`config.mk`:
```
export PLATFORM = sky130hd
export DESIGN_NAME = phys_free_list_flat
export DESIGN_NICKNAME = d
export VERILOG_FILES = /design/src/rtl/phys_free_list_pkg.sv /design/src/rtl/phys_free_list_if.sv /design/src/rtl/phys_free_list_ram.sv /design/src/rtl/phys_free_list.sv /design/src/flat_wrapper.sv
export SDC_FILE = /design/constraint.sdc
export NUM_CORES = 1
export LEC_CHECK = 0
export ABC_AREA = 0
export CAP_MARGIN = 0
export CORE_MARGIN = 5
export CORE_UTILIZATION = 45
export DETAILED_ROUTE_END_ITERATION = 10
export GPL_ROUTABILITY_DRIVEN = 0
export PLACE_DENSITY = 0.61
export SLEW_MARGIN = 20
export SYNTH_ARGS = -nofsm -noshare
export SYNTH_HDL_FRONTEND = slang
export SYNTH_SLANG_ARGS = --single-unit
```
`constraint.sdc`:
```
create_clock -name clk -period 5.4 [get_ports clk]
set_input_delay 1.08 -clock clk [delete_from_list [all_inputs] [get_ports clk]]
set_output_delay 1.08 -clock clk [all_outputs]
set_load 0.05 [all_outputs]
```
`src/rtl/phys_free_list_pkg.sv`:
```
// Shared rename-stage types and sizes: physical/architectural register widths
// and free-list geometry, used by the rename map, ROB, issue logic and free list.
package phys_free_list_pkg;

    localparam int PREG_W    = 6;
    localparam int AREG_W    = 5;
    localparam int NUM_PREGS = 64;
    localparam int NUM_AREGS = 32;
    localparam int FL_DEPTH  = NUM_PREGS - NUM_AREGS;
    localparam int CNT_W     = $clog2(FL_DEPTH + 1);

    typedef logic [PREG_W-1:0] preg_t;
    typedef logic [AREG_W-1:0] areg_t;

endpackage

```
`src/rtl/phys_free_list_if.sv`:
```
// Rename-stage <-> free-list signal bundle. The rename/retire side is the
// master; the free list itself is the slave.
interface phys_free_list_if
    import phys_free_list_pkg::*;
();

    logic             stall;
    logic             alloc_req;
    logic             alloc_valid;
    preg_t            alloc_preg;
    logic             retire_valid;
    preg_t            retire_old_preg;
    logic             recover;
    logic [CNT_W-1:0] count;
    logic             error;

    modport master (
        output stall, alloc_req, retire_valid, retire_old_preg, recover,
        input  alloc_valid, alloc_preg, count, error
    );

    modport slave (
        input  stall, alloc_req, retire_valid, retire_old_preg, recover,
        output alloc_valid, alloc_preg, count, error
    );

endinterface

```
`src/rtl/phys_free_list_ram.sv`:
```
// Free-list entry storage: one asynchronous read port (head), one synchronous
// write port (tail); reset reloads the initial free registers AREGS+i.
module free_list_ram
    import phys_free_list_pkg::*;
#(
    parameter int AREGS = NUM_AREGS,
    parameter int DEPTH = FL_DEPTH,
    parameter int PTR_W = $clog2(DEPTH)
) (
    input  logic             clk,
    input  logic             reset,
    input  logic             we,
    input  logic [PTR_W-1:0] waddr,
    input  preg_t            wdata,
    input  logic [PTR_W-1:0] raddr,
    output preg_t            rdata
);

    preg_t mem [DEPTH];

    always_ff @(posedge clk) begin
        if (reset) begin
            for (int i = 0; i < DEPTH; i++) begin
                mem[i] <= PREG_W'(AREGS + i);
            end
        end else if (we) begin
            mem[waddr] <= wdata;
        end
    end

    assign rdata = mem[raddr];

endmodule

```
`src/rtl/phys_free_list.sv`:
```
// Physical-register free list for rename: allocates from head, refills from
// retire at tail, and rolls head back to the committed position on mispredict.
module phys_free_list
    import phys_free_list_pkg::*;
#(
    parameter int PREGS = NUM_PREGS,
    parameter int AREGS = NUM_AREGS,
    parameter int DEPTH = PREGS - AREGS
) (
    input  logic clk,
    input  logic reset,
    phys_free_list_if.slave fl
);

    localparam int PTR_W = $clog2(DEPTH);

    typedef logic [PTR_W-1:0] ptr_t;
    typedef logic [CNT_W-1:0] cnt_t;
    typedef logic [CNT_W:0]   cnt_wide_t;

    localparam ptr_t      PTR_LAST   = ptr_t'(DEPTH - 1);
    localparam cnt_t      DEPTH_C    = cnt_t'(DEPTH);
    localparam cnt_wide_t DEPTH_WIDE = cnt_wide_t'(DEPTH);

    ptr_t  head_q, tail_q, commit_head_q;
    ptr_t  head_d, tail_d, commit_head_d;
    cnt_t  count_q, spec_used_q;
    cnt_t  count_d, spec_used_d;
    cnt_t  count_after_ret, spec_after_ret;
    logic  error_q;
    logic  alloc_valid, alloc_fire;
    logic  retire_ok, retire_commit, proto_err;
    preg_t head_preg;

    function automatic ptr_t ptr_inc(input ptr_t p);
        return (p == PTR_LAST) ? '0 : p + 1'b1;
    endfunction

    // Recovery sums can only exceed DEPTH after an orphan retire has already
    // flagged error; clamp so count never reports more than the buffer holds.
    function automatic cnt_t sat_count(input cnt_wide_t v);
        return (v > DEPTH_WIDE) ? DEPTH_C : cnt_t'(v);
    endfunction

    free_list_ram #(
        .AREGS (AREGS),
        .DEPTH (DEPTH),
        .PTR_W (PTR_W)
    ) u_ram (
        .clk   (clk),
        .reset (reset),
        .we    (retire_ok),
        .waddr (tail_q),
        .wdata (fl.retire_old_preg),
        .raddr (head_q),
        .rdata (head_preg)
    );

    assign alloc_valid = (count_q != '0);

    always_comb begin
        alloc_fire    = fl.alloc_req && alloc_valid && !fl.stall && !fl.recover;
        retire_ok     = fl.retire_valid && (count_q != DEPTH_C);
        retire_commit = retire_ok && (spec_used_q != '0);
        // Covers both a retire into a full list and a retire with nothing in flight.
        proto_err     = fl.retire_valid && !retire_commit;

        tail_d          = retire_ok ? ptr_inc(tail_q) : tail_q;
        commit_head_d   = retire_commit ? ptr_inc(commit_head_q) : commit_head_q;
        count_after_ret = count_q + cnt_t'(retire_ok);
        spec_after_ret  = spec_used_q - cnt_t'(retire_commit);

        if (fl.recover) begin
            head_d      = commit_head_d;
            count_d     = sat_count({1'b0, count_after_ret} + {1'b0, spec_after_ret});
            spec_used_d = '0;
        end else begin
            head_d      = alloc_fire ? ptr_inc(head_q) : head_q;
            count_d     = count_after_ret - cnt_t'(alloc_fire);
            spec_used_d = spec_after_ret + cnt_t'(alloc_fire);
        end
    end

    always_ff @(posedge clk) begin
        if (reset) begin
            head_q        <= '0;
            tail_q        <= '0;
            commit_head_q <= '0;
            count_q       <= DEPTH_C;
            spec_used_q   <= '0;
            error_q       <= 1'b0;
        end else begin
            head_q        <= head_d;
            tail_q        <= tail_d;
            commit_head_q <= commit_head_d;
            count_q       <= count_d;
            spec_used_q   <= spec_used_d;
            error_q       <= error_q | proto_err;
        end
    end

    assign fl.alloc_valid = alloc_valid;
    assign fl.alloc_preg  = head_preg;
    assign fl.count       = count_q;
    assign fl.error       = error_q;

endmodule

```
`src/flat_wrapper.sv`:
```
// flat-port wrapper written by rule: the top's interface ports become plain ports
module phys_free_list_flat import phys_free_list_pkg::*;
#(
    parameter int PREGS = NUM_PREGS,
    parameter int AREGS = NUM_AREGS,
    parameter int DEPTH = PREGS - AREGS
)
  (clk, reset, fl_stall, fl_alloc_req, fl_retire_valid, fl_retire_old_preg, fl_recover, fl_alloc_valid, fl_alloc_preg, fl_count, fl_error);
  phys_free_list_if fl_i ();
  input  logic clk;
  input  logic reset;
  input wire logic [$bits(fl_i.stall)-1:0] fl_stall;
  input wire logic [$bits(fl_i.alloc_req)-1:0] fl_alloc_req;
  input wire logic [$bits(fl_i.retire_valid)-1:0] fl_retire_valid;
  input wire logic [$bits(fl_i.retire_old_preg)-1:0] fl_retire_old_preg;
  input wire logic [$bits(fl_i.recover)-1:0] fl_recover;
  output wire logic [$bits(fl_i.alloc_valid)-1:0] fl_alloc_valid;
  output wire logic [$bits(fl_i.alloc_preg)-1:0] fl_alloc_preg;
  output wire logic [$bits(fl_i.count)-1:0] fl_count;
  output wire logic [$bits(fl_i.error)-1:0] fl_error;
  assign fl_i.stall = fl_stall;
  assign fl_i.alloc_req = fl_alloc_req;
  assign fl_i.retire_valid = fl_retire_valid;
  assign fl_i.retire_old_preg = fl_retire_old_preg;
  assign fl_i.recover = fl_recover;
  assign fl_alloc_valid = fl_i.alloc_valid;
  assign fl_alloc_preg = fl_i.alloc_preg;
  assign fl_count = fl_i.count;
  assign fl_error = fl_i.error;
  phys_free_list #(.PREGS(PREGS), .AREGS(AREGS), .DEPTH(DEPTH)) u_core (.clk(clk), .reset(reset), .fl(fl_i));
endmodule
```
==> flow_metrics.py, run 1 <==
metrics = {
    "run_status": {
        "outcome": "completed",
    },
    "route": {
        "avgViaCountPerCell": 5.923,
        "drtPass1Iterations": 5,
        "routed-via-count": 6912,
        "postRouteAntennaNets": 0,
        "routed_wl_um": 25670,
        "drt-initial-drc-count": 655,
        "drc": 0,
        "post_drt_wl_per_cell_um": 21.99,
    },
    "pwr": {
        "vdd_drop_max_v": 0.0002124,
        "total_power_mw": 3.946,
        "p_sw_uw": 899.0,
        "p_leak_nw": 3.834,
        "internal-power_mw": 3.047,
        "p_comb_share_pct": 8.3,
        "power_frac_clock_pct": 41.7,
        "cellPowerDensity_nw_per_um2": 325.6,
        "sequentialPowerShare_pct": 50.0,
        "switching_share_pct": 22.78,
    },
    "cts": {
        "clk_path_buf_depth": 3,
        "cts-root-buf": "clkbuf_16",
        "cts_buffers": 25,
        "cts_num_sinks": 225,
        "htree_levels": 1,
        "clkTransAtPathRegs_ps": 50,
        "cts-hold-fix-buffers": 0,
        "post_cts_buffers": 0,
        "cts_tree": "done",
        "cts_resized": 0,
        "clock_latency_ps": 520,
    },
    "critical_path": {
        "cp.buffers_inverters": 2,
        "r2r-end": "u_core.fl.count[2]$_SDFF_PP0_",
        "r2r_slack_ps": 1080,
        "cp.arrival_ps": 3630,
        "slowest_stage": "dfxtp_4",
        "critPathTopFamily": "multiplexers",
        "slowest_delay_ps": 710,
        "critPathMostFrequentCell": "mux4_2",
        "crit_type": "reg -> out",
        "crit_required_ps": 4320,
        "start_kind": "register",
        "crit_fanout": 25,
        "rr_worst_depth": 12,
        "worstReg2RegStart": "u_core.fl.count[2]$_SDFF_PP0_",
        "timing.critical_path.to_type": "primary output",
        "path_cells": "buf_12, mux4_2, mux4_2, mux2_2, clkdlybuf4s50_1",
    },
    "sta": {
        "finalMaxSlewViolations": 0,
        "setup-tns-final_ps": 0,
        "max_slew_margin_pct": 29.56,
        "hold_violations": 0,
        "final.hold.worst_slack_ps": 475.2,
        "worst_pin_slew_ps": 1045,
        "rsz0062_at_grt": "false",
        "period_share_pct": 87.14,
        "skew_ps": 18.66,
        "fmax_ghz": 0.2125,
        "finalCriticalPeriod_ps": 4706,
        "setup_viol_count_final": 0,
    },
    "synthesis": {
        "synthAdderAreaFrac_pct": 3.064,
        "synth_fp_nets": 870,
        "avgSynthCellArea_um2": 12.99,
        "synth-edff-count": 192,
        "yosys_warnings": 0,
        "synth-simple-area-share_pct": 15.01,
        "synth_mux_area_share_pct": 13.48,
        "syn_inst": 836,
        "ys_ff_latch": 225,
        "synthFlopType": "edfxtp_1",
        "synth-compound-area-share_pct": 3.709,
        "yosysSeqAreaShare_pct": 59.16,
        "async_flop_share_pct": 0,
        "synthDistinctLibCells": 59,
        "synth-xor-area-share_pct": 1.774,
        "synth.cell_area_um2": 10860,
        "synth_top_family_by_area": "simple AND/OR/NAND/NOR gates",
    },
    "cells_and_area": {
        "final_nets": 864,
        "nFillCells": 2027,
        "syn_to_final_growth_pct": 11.58,
        "drive_gt1_share_pct": 16.04,
        "diodes": 0,
        "fin_util_pct": 51.33,
    },
    "floorplanning": {
        "die_w_um": 165.4,
        "core-area_um2": 23610,
        "initial_core_util_pct": 46.00,
        "rows": 56,
        "pin_count": 26,
        "die_h_um": 165.4,
        "dieArea_um2": 27350,
    },
    "global_route": {
        "grt.overflow.total": 0,
        "grt_pass1_wl_um": 40440,
        "grt_pass1_vias": 7079,
        "antenna_found_initial": 0,
        "grt_max_degree": 33,
        "grt_usage_pct": 19.35,
    },
    "worst_hold_path": {
        "min_to": "u_core.fl.error$_SDFF_PP0_",
        "hp-class": "reg -> reg",
        "hold_path_depth": 2,
        "min_from": "u_core.fl.error$_SDFF_PP0_",
    },
    "flow_run": {
        "drv_cap": 0,
    },
    "placed_design": {
        "io_buffers": 25,
        "dp_hpwl_um": 16780,
    },
}
metal layers:
metal	GRT usage, %	share of wire (%)
met3	3.475	6.6
met1	26.28	42
met2	32.54	49
met4	4.874	2.6
met5	0	0
metrics by stage:
stage          cell area, µm²  worst slack (ps)  std cells
5_1_grt                 12120             555.1       1167
3_3_place_gp            11330             886.4       1122
2_1_floorplan           10860              1349        836
3_5_place_dp            11330             732.2       1122
6_report                12120             694.5       1167
4_1_cts                 12120             649.2       1167
cell usage after synthesis, types with 2 or more instances:
cell type  number  area, µm²
o221ai_1        2      17.52
or3_1          27      168.9
dfxtp_1        33      660.6
mux2i_1         3      30.03
clkbuf_1       48      180.2
a21oi_1        10      50.05
nor3b_1         6      45.04
xnor2_1        17      148.9
nand2_1        92      345.3
and2_1          7      43.79
xor2_1          5      43.79
nor2_1         82      307.8
maj3_1          5      50.05
or2_2           8      50.05
nor4_1          2      12.51
mux4_2         60       1351
edfxtp_1      192       5766
o21ai_0        19      95.09
nand3_1        43      215.2
ha_1           21      262.8
inv_1          21      78.83
and3b_1         2      17.52
buf_4           6      45.04
and3_1          8      50.05
nor3_1         44      220.2
a211oi_1        7      52.55
a221oi_1        2      17.52
o31a_1          2      17.52
nand4_1         5      31.28
buf_2          10      50.05
buf_6           3      33.78
a31oi_1         4      25.02
mux2_2          6      67.56
a21o_1          2      15.01
nand3b_1        4      30.03
buf_1           5      18.77
placed cells by master (no fill, tap or decap), types with 6 or more instances in the layout:
| cell type | count |
|---|---|
| edfxtp_1 | 192 |
| nand2_1 | 92 |
| nor2_1 | 82 |
| mux4_2 | 60 |
| nor3_1 | 44 |
| nand3_1 | 43 |
| dfxtp_1 | 31 |
| or3_1 | 27 |
| clkbuf_16 | 25 |
| clkdlybuf4s50_1 | 25 |
| ha_1 | 21 |
| inv_1 | 20 |
| o21ai_0 | 19 |
| xnor2_1 | 17 |
| buf_4 | 12 |
| a21oi_1 | 10 |
| and3_1 | 8 |
| or2_2 | 8 |
| and2_1 | 7 |
| a211oi_1 | 7 |
| nor3b_1 | 6 |
| mux2_2 | 6 |
| clkbuf_1 | 6 |
area by class of cell:
cell class	count	area [µm²]	area share [%]
flip-flops and latches	225	6431	53.06
clock buffers	35	690.7	5.698
repair buffers	40	400.4	3.303
clock inverters	10	97.59	0.8052
multi-input cells	517	4023	33.19
well taps	319	399.1	3.293
inverters	21	78.83	0.6504
worst register-to-register path, cell delays in order, from the launching register on:
cell and delay (ps):
dfxtp_1 390, or4_4 620, o31ai_4 460, or2_1 310
inv_1 70, ha_1 230, ha_1 220, xor2_1 320
ha_1 350, a21o_1 180, maj3_1 460, maj3_1 440
o211ai_1 200
power groups by stage:
stage | Sequential [mW] | Clock [mW] | Combinational, mW
5_1_grt | 1.98 | 1.74 | 0.348
3_5_place_dp | 2.01 | 0 | 0.327
6_report | 1.97 | 1.64 | 0.328
4_1_cts | 1.98 | 1.66 | 0.328
3_3_place_gp | 2.01 | 0 | 0.323
2_1_floorplan | 1.99 | 0 | 0.228
sequential cells by signal, summed over array words and instances, names as in the netlist, named ones only:
register / cells
u_core.commit_head_q: 5
u_core.u_ram.mem: 192
u_core.fl.error: 1
u_core.spec_used_q: 6
u_core.head_q: 5
u_core.fl.count: 6
u_core.tail_q: 5
how the worst max path moves through the flow:
stage	start	to	depth (start not counted)
after floorplan	u_core.fl.count[2]$_SDFF_PP0_	u_core.fl.count[2]$_SDFF_PP0_	13
after global routing	register	fl_alloc_preg[3]	5
after CTS	register	fl_alloc_preg[0]	5
after global placement	fl_retire_valid	u_core.fl.count[0]$_SDFF_PP0_	12
after detailed placement	fl_retire_valid	u_core.fl.count[2]$_SDFF_PP0_	12
final	register	fl_alloc_preg[3]	5
kinds of logic after synthesis:
family,count (synthesis)
adders and majority gates,27
DFF,225
AOI/OAI and AO/OA,57
muxes,70
and+or+nand+nor,341
xor gates and xnor gates,22
buffers and inverters,94
Power figures use the tool's default switching activity.
==> run 2: changes to the inputs <==
GPL_ROUTABILITY_DRIVEN = unset   (was 0)
==> results of run 2 <==
Same layout as run 1: the final DEF is identical, and so are final timing and power.
